[config.mk]
export PLATFORM = sky130hd
export DESIGN_NAME = bin2bcd_seq
export DESIGN_NICKNAME = d
export VERILOG_FILES = /design/src/rtl/bin2bcd_seq_pkg.sv /design/src/rtl/bcd_add3_cell.sv /design/src/rtl/bin2bcd_seq.sv
export SDC_FILE = /design/constraint.sdc
export NUM_CORES = 1
export LEC_CHECK = 0
export CAP_MARGIN = 20
export CORE_UTILIZATION = 58
export CTS_CLUSTER_DIAMETER = 120
export DETAILED_ROUTE_END_ITERATION = 10
export PLACE_DENSITY = 0.93
export SYNTH_ARGS = -nofsm -noshare
export SYNTH_HDL_FRONTEND = slang
export SYNTH_SLANG_ARGS = --single-unit
[constraint.sdc]
create_clock -name clk -period 3.4 [get_ports clk]
set_input_delay 0.68 -clock clk [delete_from_list [all_inputs] [get_ports clk]]
set_output_delay 0.68 -clock clk [all_outputs]
set_load 0.01 [all_outputs]
[src/rtl/bin2bcd_seq_pkg.sv]
// Shared types and constants for the sequential binary-to-BCD converter.
// Latency: n/a (definitions only). Backpressure: n/a.
// Optional blanking output is enabled by defining BCD_BLANK_EN.
package bin2bcd_seq_pkg;

  typedef enum logic [1:0] {
    IDLE  = 2'd0,
    SHIFT = 2'd1,
    DONE  = 2'd2
  } state_t;

  localparam int         BCD_DIGIT_W = 4;
  localparam logic [3:0] ADD3_THRESH = 4'd5;

  // 10^n as a 64-bit constant; used to size the overflow limit at elaboration.
  function automatic logic [63:0] pow10(input int n);
    logic [63:0] acc;
    acc = 64'd1;
    for (int i = 0; i < n; i++) begin
      acc = acc * 64'd10;
    end
    return acc;
  endfunction

endpackage

[src/rtl/bcd_add3_cell.sv]
// Single BCD digit conditional add-3 (double-dabble correction step).
// Latency: combinational. Backpressure: none.
// Digits at or above the threshold get +3 so the next left shift carries correctly.
module bcd_add3_cell
  import bin2bcd_seq_pkg::*;
(
  input  logic [BCD_DIGIT_W-1:0] digit_i,
  output logic [BCD_DIGIT_W-1:0] digit_o
);

  assign digit_o = (digit_i >= ADD3_THRESH) ? (digit_i + BCD_DIGIT_W'(3)) : digit_i;

endmodule

[src/rtl/bin2bcd_seq.sv]
// Sequential double-dabble binary-to-BCD converter, one bit per cycle; BCD_BLANK_EN adds blank mask.
// Latency: start sampled at edge N gives valid in the cycle after edge N+IN_W+1.
// Backpressure: none; start is ignored while busy, results hold until the next valid.
module bin2bcd_seq
  import bin2bcd_seq_pkg::*;
#(
  parameter int IN_W   = 32,
  parameter int DIGITS = 4
) (
  input  logic                  clk,
  input  logic                  rst_n,
  input  logic                  start,
  input  logic [IN_W-1:0]       bin_in,
  output logic                  busy,
  output logic                  valid,
  output logic [4*DIGITS-1:0]   bcd_out,
  output logic                  ovf
`ifdef BCD_BLANK_EN
  ,
  output logic [DIGITS-1:0]     blank
`endif
);

  localparam int          BCD_W     = BCD_DIGIT_W * DIGITS;
  localparam int          CNT_W     = $clog2(IN_W + 1);
  localparam logic [63:0] OVF_LIMIT = pow10(DIGITS);

  state_t            state_q, state_d;
  logic [IN_W-1:0]   shreg_q, shreg_d;
  logic [BCD_W-1:0]  scratch_q, scratch_d;
  logic [BCD_W-1:0]  scratch_adj;
  logic [CNT_W-1:0]  cnt_q, cnt_d;
  logic              ovf_lat_q, ovf_lat_d;
  logic              valid_q, valid_d;
  logic [BCD_W-1:0]  bcd_q, bcd_d;
  logic              ovf_q, ovf_d;
  logic [BCD_W-1:0]  bcd_final;
  logic              in_ovf;

  // Overflow is judged on the raw input at acceptance, not on the truncated scratch.
  assign in_ovf    = (64'(bin_in) >= OVF_LIMIT);
  assign bcd_final = ovf_lat_q ? {DIGITS{4'h9}} : scratch_q;

  for (genvar g = 0; g < DIGITS; g++) begin : g_add3
    bcd_add3_cell u_add3 (
      .digit_i (scratch_q[g*BCD_DIGIT_W +: BCD_DIGIT_W]),
      .digit_o (scratch_adj[g*BCD_DIGIT_W +: BCD_DIGIT_W])
    );
  end

`ifdef BCD_BLANK_EN
  logic [DIGITS-1:0] blank_q, blank_d;
  logic [DIGITS-1:0] blank_calc;
  logic              zero_run;

  always_comb begin
    blank_calc = '0;
    zero_run   = 1'b1;
    for (int i = DIGITS - 1; i >= 1; i--) begin
      zero_run      = zero_run & (bcd_final[i*BCD_DIGIT_W +: BCD_DIGIT_W] == 4'd0);
      blank_calc[i] = zero_run;
    end
  end

  assign blank = blank_q;
`endif

  always_comb begin
    state_d   = state_q;
    shreg_d   = shreg_q;
    scratch_d = scratch_q;
    cnt_d     = cnt_q;
    ovf_lat_d = ovf_lat_q;
    valid_d   = 1'b0;
    bcd_d     = bcd_q;
    ovf_d     = ovf_q;
`ifdef BCD_BLANK_EN
    blank_d   = blank_q;
`endif
    case (state_q)
      IDLE: begin
        if (start) begin
          shreg_d   = bin_in;
          scratch_d = '0;
          cnt_d     = CNT_W'(IN_W);
          ovf_lat_d = in_ovf;
          state_d   = SHIFT;
        end
      end
      SHIFT: begin
        // The counter-exhausted cycle performs no shift; results are captured on entry to DONE.
        if (cnt_q == '0) begin
          state_d = DONE;
          valid_d = 1'b1;
          bcd_d   = bcd_final;
          ovf_d   = ovf_lat_q;
`ifdef BCD_BLANK_EN
          blank_d = blank_calc;
`endif
        end else begin
          {scratch_d, shreg_d} = {scratch_adj, shreg_q} << 1;
          cnt_d                = cnt_q - CNT_W'(1);
        end
      end
      DONE: begin
        state_d = IDLE;
      end
      default: begin
        state_d = IDLE;
      end
    endcase
  end

  always_ff @(posedge clk or negedge rst_n) begin
    if (!rst_n) begin
      state_q   <= IDLE;
      shreg_q   <= '0;
      scratch_q <= '0;
      cnt_q     <= '0;
      ovf_lat_q <= 1'b0;
      valid_q   <= 1'b0;
      bcd_q     <= '0;
      ovf_q     <= 1'b0;
    end else begin
      state_q   <= state_d;
      shreg_q   <= shreg_d;
      scratch_q <= scratch_d;
      cnt_q     <= cnt_d;
      ovf_lat_q <= ovf_lat_d;
      valid_q   <= valid_d;
      bcd_q     <= bcd_d;
      ovf_q     <= ovf_d;
    end
  end

`ifdef BCD_BLANK_EN
  always_ff @(posedge clk or negedge rst_n) begin
    if (!rst_n) begin
      blank_q <= '0;
    end else begin
      blank_q <= blank_d;
    end
  end
`endif

  assign busy    = (state_q != IDLE);
  assign valid   = valid_q;
  assign bcd_out = bcd_q;
  assign ovf     = ovf_q;

endmodule
# After elaboration in Yosys (flattened, before gate mapping)
# Index checks and enable logic that the tools add are counted.
[totals]
rom_bits = 0
latchBits = 0
inputBits = 35
ram_bits = 0
reg_bits = 75
output_inout_bits = 19
n_memories = 0
[classes]
n_shift = 0
eq_ne = 4
div = 0
n_mux = 19
n_reduce_logical = 8
bitwise = 0
n_addsub = 5
order_cmp = 5
multipliers = 0
[op_table]
columns = ["operator", "count"]
rows = [
  ["2-to-1 mux 32 bit", 2],
  ["case mux 32 bit (2 select lines)", 1],
  ["2-to-1 mux 16 bit", 3],
  ["greater-or-equal comparator 32 x 14 -> 1 bit, second input constant", 1],
  ["case mux 16 bit (2 select lines)", 1],
  ["greater-or-equal comparator 4 x 3 -> 1 bit, second input constant", 4],
  ["adder 4 x 2 -> 4 bit, second input constant", 3],
  ["2-to-1 mux 4 bit", 3],
  ["2-to-1 mux 6 bit", 2],
  ["case mux 6 bit (2 select lines)", 1],
  ["zero test 6 bit", 1],
  ["!= test 2 bit, second input constant", 3],
  ["AND reduction 2 bit", 3],
  ["subtractor 6 x 1 -> 6 bit, second input constant", 1],
  ["2-to-1 mux 2 bit", 2],
  ["case mux 2 bit (2 select lines)", 1],
  ["nonzero test 2 bit", 2],
  ["adder 3 x 2 -> 3 bit, second input constant", 1],
  ["2-to-1 mux 3 bit", 1],
  ["AND reduction 3 bit", 1],
  ["equality test 2 x 1 -> 1 bit, second input constant", 1],
  ["zero test 2 bit", 1],
  ["2-to-1 mux 1 bit", 2],
]

# Logic depth before layout (Yosys ltp)
[depth]
ltp_word = 4
ltp_mapped = 8

# By module
# From an unflattened synthesis, not the netlist that was laid out.
[unflattened]
cells_unflattened = 367
hier_area_um2 = 3703.6
[by_module_without_submodules]
columns = ["mod", "area_each_um2", "instances", "cells_each", "seq_area_each_um2"]
rows = [
  ["bin2bcd_seq", 3298.2, 1, 303, 1876.8],
  ["bcd_add3_cell", 101.3, 4, 16, 0.0],
]

# Worst setup path after synthesis
# Ideal clock, no wire load.
[synth_path]
path_kind = "input -> register"
start = "input bin_in[29]"
end = "register ovf_lat_q"
n_path_buf = 0
slack_ns = 1.785
t_arrival_ns = 1.486
path_stages = 3
setup_time_ns = 0.130
path_cell_list = "or4_1 nor4_1 a21oi_1"
[synth_via]
elab_chain_len = 1
[synth_rtl]
columns = ["item", "line", "text"]
rows = [
  ["start: declaration", "bin2bcd_seq.sv:13", "input logic [IN_W-1:0] bin_in,"],
  ["greater-or-equal comparator 32 x 14 -> 1 bit", "bin2bcd_seq.sv:41", "assign in_ovf = (64'(bin_in) >= OVF_LIMIT);"],
  ["end signal: assignment", "bin2bcd_seq.sv:129", "ovf_lat_q <= ovf_lat_d;"],
  ["end: declaration", "bin2bcd_seq.sv:33", "logic ovf_lat_q, ovf_lat_d;"],
]
# Every way passes these cells.
# A chain may end at the register's enable or synchronous reset.

# Final worst setup path
[layout_path]
start = "register cnt_q[1]"
end = "register shreg_q[10]"
[layout_via]
elab_chain_len = 3
[layout_rtl]
columns = ["item", "line", "text"]
rows = [
  ["start: declaration", "bin2bcd_seq.sv:32", "logic [CNT_W-1:0] cnt_q, cnt_d;"],
  ["start signal: assignment", "bin2bcd_seq.sv:128", "cnt_q <= cnt_d;"],
  ["zero test 6 bit", "bin2bcd_seq.sv:92", "if (cnt_q == '0) begin"],
  ["!= test 2 bit (no line)", "n/a", ""],
  ["AND reduction 3 bit (no line)", "n/a", ""],
  ["end signal: assignment", "bin2bcd_seq.sv:126", "shreg_q <= shreg_d;"],
  ["end: declaration", "bin2bcd_seq.sv:29", "logic [IN_W-1:0] shreg_q, shreg_d;"],
]
# Every way passes these cells.

==> run_results.csv <==
group,metric,value,unit
outcome,status,"complete, no violations",
setup_path,critPathLaunchType,"register",
clock_tree,clk_pin_slew_worst_paths,0.07,ns
logic_synthesis,synthXorXnorAreaFrac,0.02366,
final_layout,final_common_cell,"nand2_1",
pwr,p_per_area,922.7,nW/um^2
drt,drt-pass1-iter-count,5,
logic_synthesis,synth_compound_area_frac,0.1494,
logic_synthesis,synth-simple-area-share,0.2122,
pwr,cellInternalPower,2.361,mW
floorplan,ios,54,
logic_synthesis,synthCells,390,
setup_path,end_kind,"register",
place,port_buffers,53,
worst_hold_path,worstHoldPathType,"reg -> reg",
timing,fmax,466.1,MHz
clock_tree,clk_latency,0.34,ns
clock_tree,ctsResizeCount,0,
drt,ant_nets,0,
clock_tree,ctsHtreeMaxLevel,3,
timing,rsz0062_at_grt,"false",
grt,top_usage_layer,"met2",
final_layout,area.growth.synth_to_final,17.34,%
setup_path,r2r_slack,1.25,ns
final_layout,utilization,0.7209,
pwr,power,4.008,mW
setup_path,cp.arrival,2.40,ns
floorplan,start_util,0.6144,
drt,vias,3037,
timing,setup_viol_count_final,0,
pwr,p_leak,1.872,nW
timing,hold_viol,0,
final_layout,finalInstanceArea,4344,um^2
timing,fin_crit_sh,0.6310,
place,gp_congestion,0.7778,
setup_path,cp_max_fo,36,
logic_synthesis,ys_seq_area_frac,0.5069,
timing,slew_headroom,0.3936,
timing,maxSlewViolCount,0,
timing,tns,0,ns
logic_synthesis,avgSynthCellArea,9.493,um^2
grt,met2_usage,0.4058,
pwr,seqPwrFrac,0.394,
floorplan,die_x,81.90,um
pwr,power.share.clock,0.136,
logic_synthesis,syn-num-nets,435,
setup_path,required,3.65,ns
logic_synthesis,synth-seq-cells,75,
logic_synthesis,synthMuxAreaShare,0.01656,
drt,vias_per_cell,5.932,
clock_tree,numClockSinks,75,
clock_tree,root_buffer,"clkbuf_8",
run,cap_viol_max_count,0,
final_layout,drive_above_1_share,0.06178,
setup_path,r2r_start,"cnt_q[1]",
floorplan,fp-row-count,28,
timing,hold-worst-slack,0.4821,ns
setup_path,crit_start,"cnt_q[1]",
logic_synthesis,synthArstFlopShare,1.000,
floorplan,coreArea,6026,um^2
logic_synthesis,yosys_warnings,0,
logic_synthesis,synth.distinct_cells,43,
pwr,p_sw,1.647,mW
worst_hold_path,worstHoldStart,"bcd_out[9]",
grt,grt_pass1_vias,2822,
drt,drt_first_iter_violations,217,
final_layout,num_antenna_cells,0,
place,dpl-instance-area,4202,um^2
timing,worst_pin_slew,0.9096,ns
grt,track_usage,0.2537,
final_layout,final_cell_mix,"85 x nand2_1, 75 x dfrtp_1, 52 x clkdlybuf4s50_1, 32 x a31oi_1, 31 x nor3_1",
logic_synthesis,yosysTopAreaCellShare,0.5069,
timing,skew,0.006965,ns
pwr,combPwrFrac,0.470,
floorplan,die_y,81.90,um
clock_tree,cts_tree,"done",
grt,use_met1,0.3297,
pwr,swShare,0.4110,
clock_tree,cts_setup_buffers,0,
logic_synthesis,netlist_area,3702,um^2
drt,routed_wl,7477,um
floorplan,die_area,6707,um^2
place,dp_hpwl,5052,um
logic_synthesis,yosys.area.top_type,"dfrtp_1",
drt,wl_per_cell,14.60,um
logic_synthesis,synthAdderAreaFrac,0.03380,
logic_synthesis,synthFlopType,"dfrtp_1",
logic_synthesis,synth_top_family_by_area,"simple AND/OR/NAND/NOR gates",
grt,met3_usage,0.04444,
logic_synthesis,synth_edf_count,0,
drt,drc,0,
clock_tree,hold_buffers,0,
grt,grt-ovfl-total,0,
logic_synthesis,synth.area.top_cells,"dfrtp_1 51%, nand2_1 8.6%, a31oi_1 5.4%, nor3_1 4.2%, ha_1 3.4%",
grt,grt_max_degree,76,
grt,grt_pass1_wl,12660,um
grt,antenna_found_initial,0,
final_layout,num-nets-final,479,
clock_tree,numCtsBuffers,9,
timing,min_period,2.145,ns
setup_path,path_class,"reg -> reg",
clock_tree,clock_path_buffers,2,
pwr,ir_drop,565.2,uV
## power by group through the flow
stage	combinational, mW	sequential (mW)	clock (mW)
6_report	1.88	1.58	0.546
5_1_grt	2.12	1.63	0.599
4_1_cts	1.89	1.57	0.559
3_5_place_dp	1.88	1.59	0
3_3_place_gp	1.78	1.56	0
2_1_floorplan	1.48	1.55	0
## registers in the layout, indices dropped and copies added (netlist names)
register / flops
shreg_q: 32
bcd_out: 16
scratch_q: 16
cnt_q: 6
state_q: 2
ovf: 1
ovf_lat_q: 1
valid: 1
## per-stage QoR
step / setup WS [ns] / instances
final: 1.255 / 512
after global routing: 1.068 / 512
after CTS: 1.242 / 512
after detailed placement: 1.049 / 498
after global placement: 1.052 / 498
after floorplan: 1.785 / 390
## layer usage
metal	up-vias	part of all wire
li1	1457	-
met5	-	0
met2	111	0.48
met3	10	0.056
met4	0	0.014
met1	1459	0.45
## cell usage after synthesis, types with 2 or more instances
cell type   n
xor2_1      6
ha_1       10
nand2b_1   10
nor3b_1     3
mux2i_1     5
a21oi_1     6
o32ai_1     3
nor2_1     16
o2bb2ai_1   3
o21ai_1     6
o21ai_0    11
dfrtp_1    75
xnor2_1     4
nor4_1      5
clkbuf_1    5
a22o_1      5
buf_4       4
buf_2      11
nor2b_1     2
nand2_1    85
buf_6       5
nand3_1     7
nand4_1     2
nor3_1     31
a31oi_1    32
o31ai_1     9
inv_1      13
## worst max-delay path, stage by stage, from the launching register on
cell and delay, ns:
dfrtp_1 0.39, inv_1 0.12, ha_1 0.19, nor2b_1 0.28, a21oi_2 0.13, nor2_4 0.34
inv_2 0.35, a31oi_1 0.24
## layout make-up
type | instances | area (um^2)
Clock buffer | 14 | 142.6
Fill cell | 458 | 1682
Inverter | 14 | 52.55
Multi-Input combinational cell | 276 | 1615
Sequential cell | 75 | 1877
Tap cell | 75 | 93.84
Timing Repair Buffer | 58 | 563.0
## worst paths after layout
kind / end / depth (start not counted)
max: shreg_q[10] / 7
min: bcd_out[9] / 2
max reg2reg: shreg_q[10] / 7
min reg2reg: bcd_out[9] / 2
max in group asynchronous: cnt_q[0] / 2
min in group asynchronous: bcd_out[10] / 2
## kinds of logic after synthesis
logic type,Yosys count
AOI/OAI and AO/OA,83
adders and majority gates,10
and+or+nand+nor,167
xor gates and xnor gates,10
buffers and inverters,39
DFF,75
muxes,6
(Power assumes the default switching activity.)
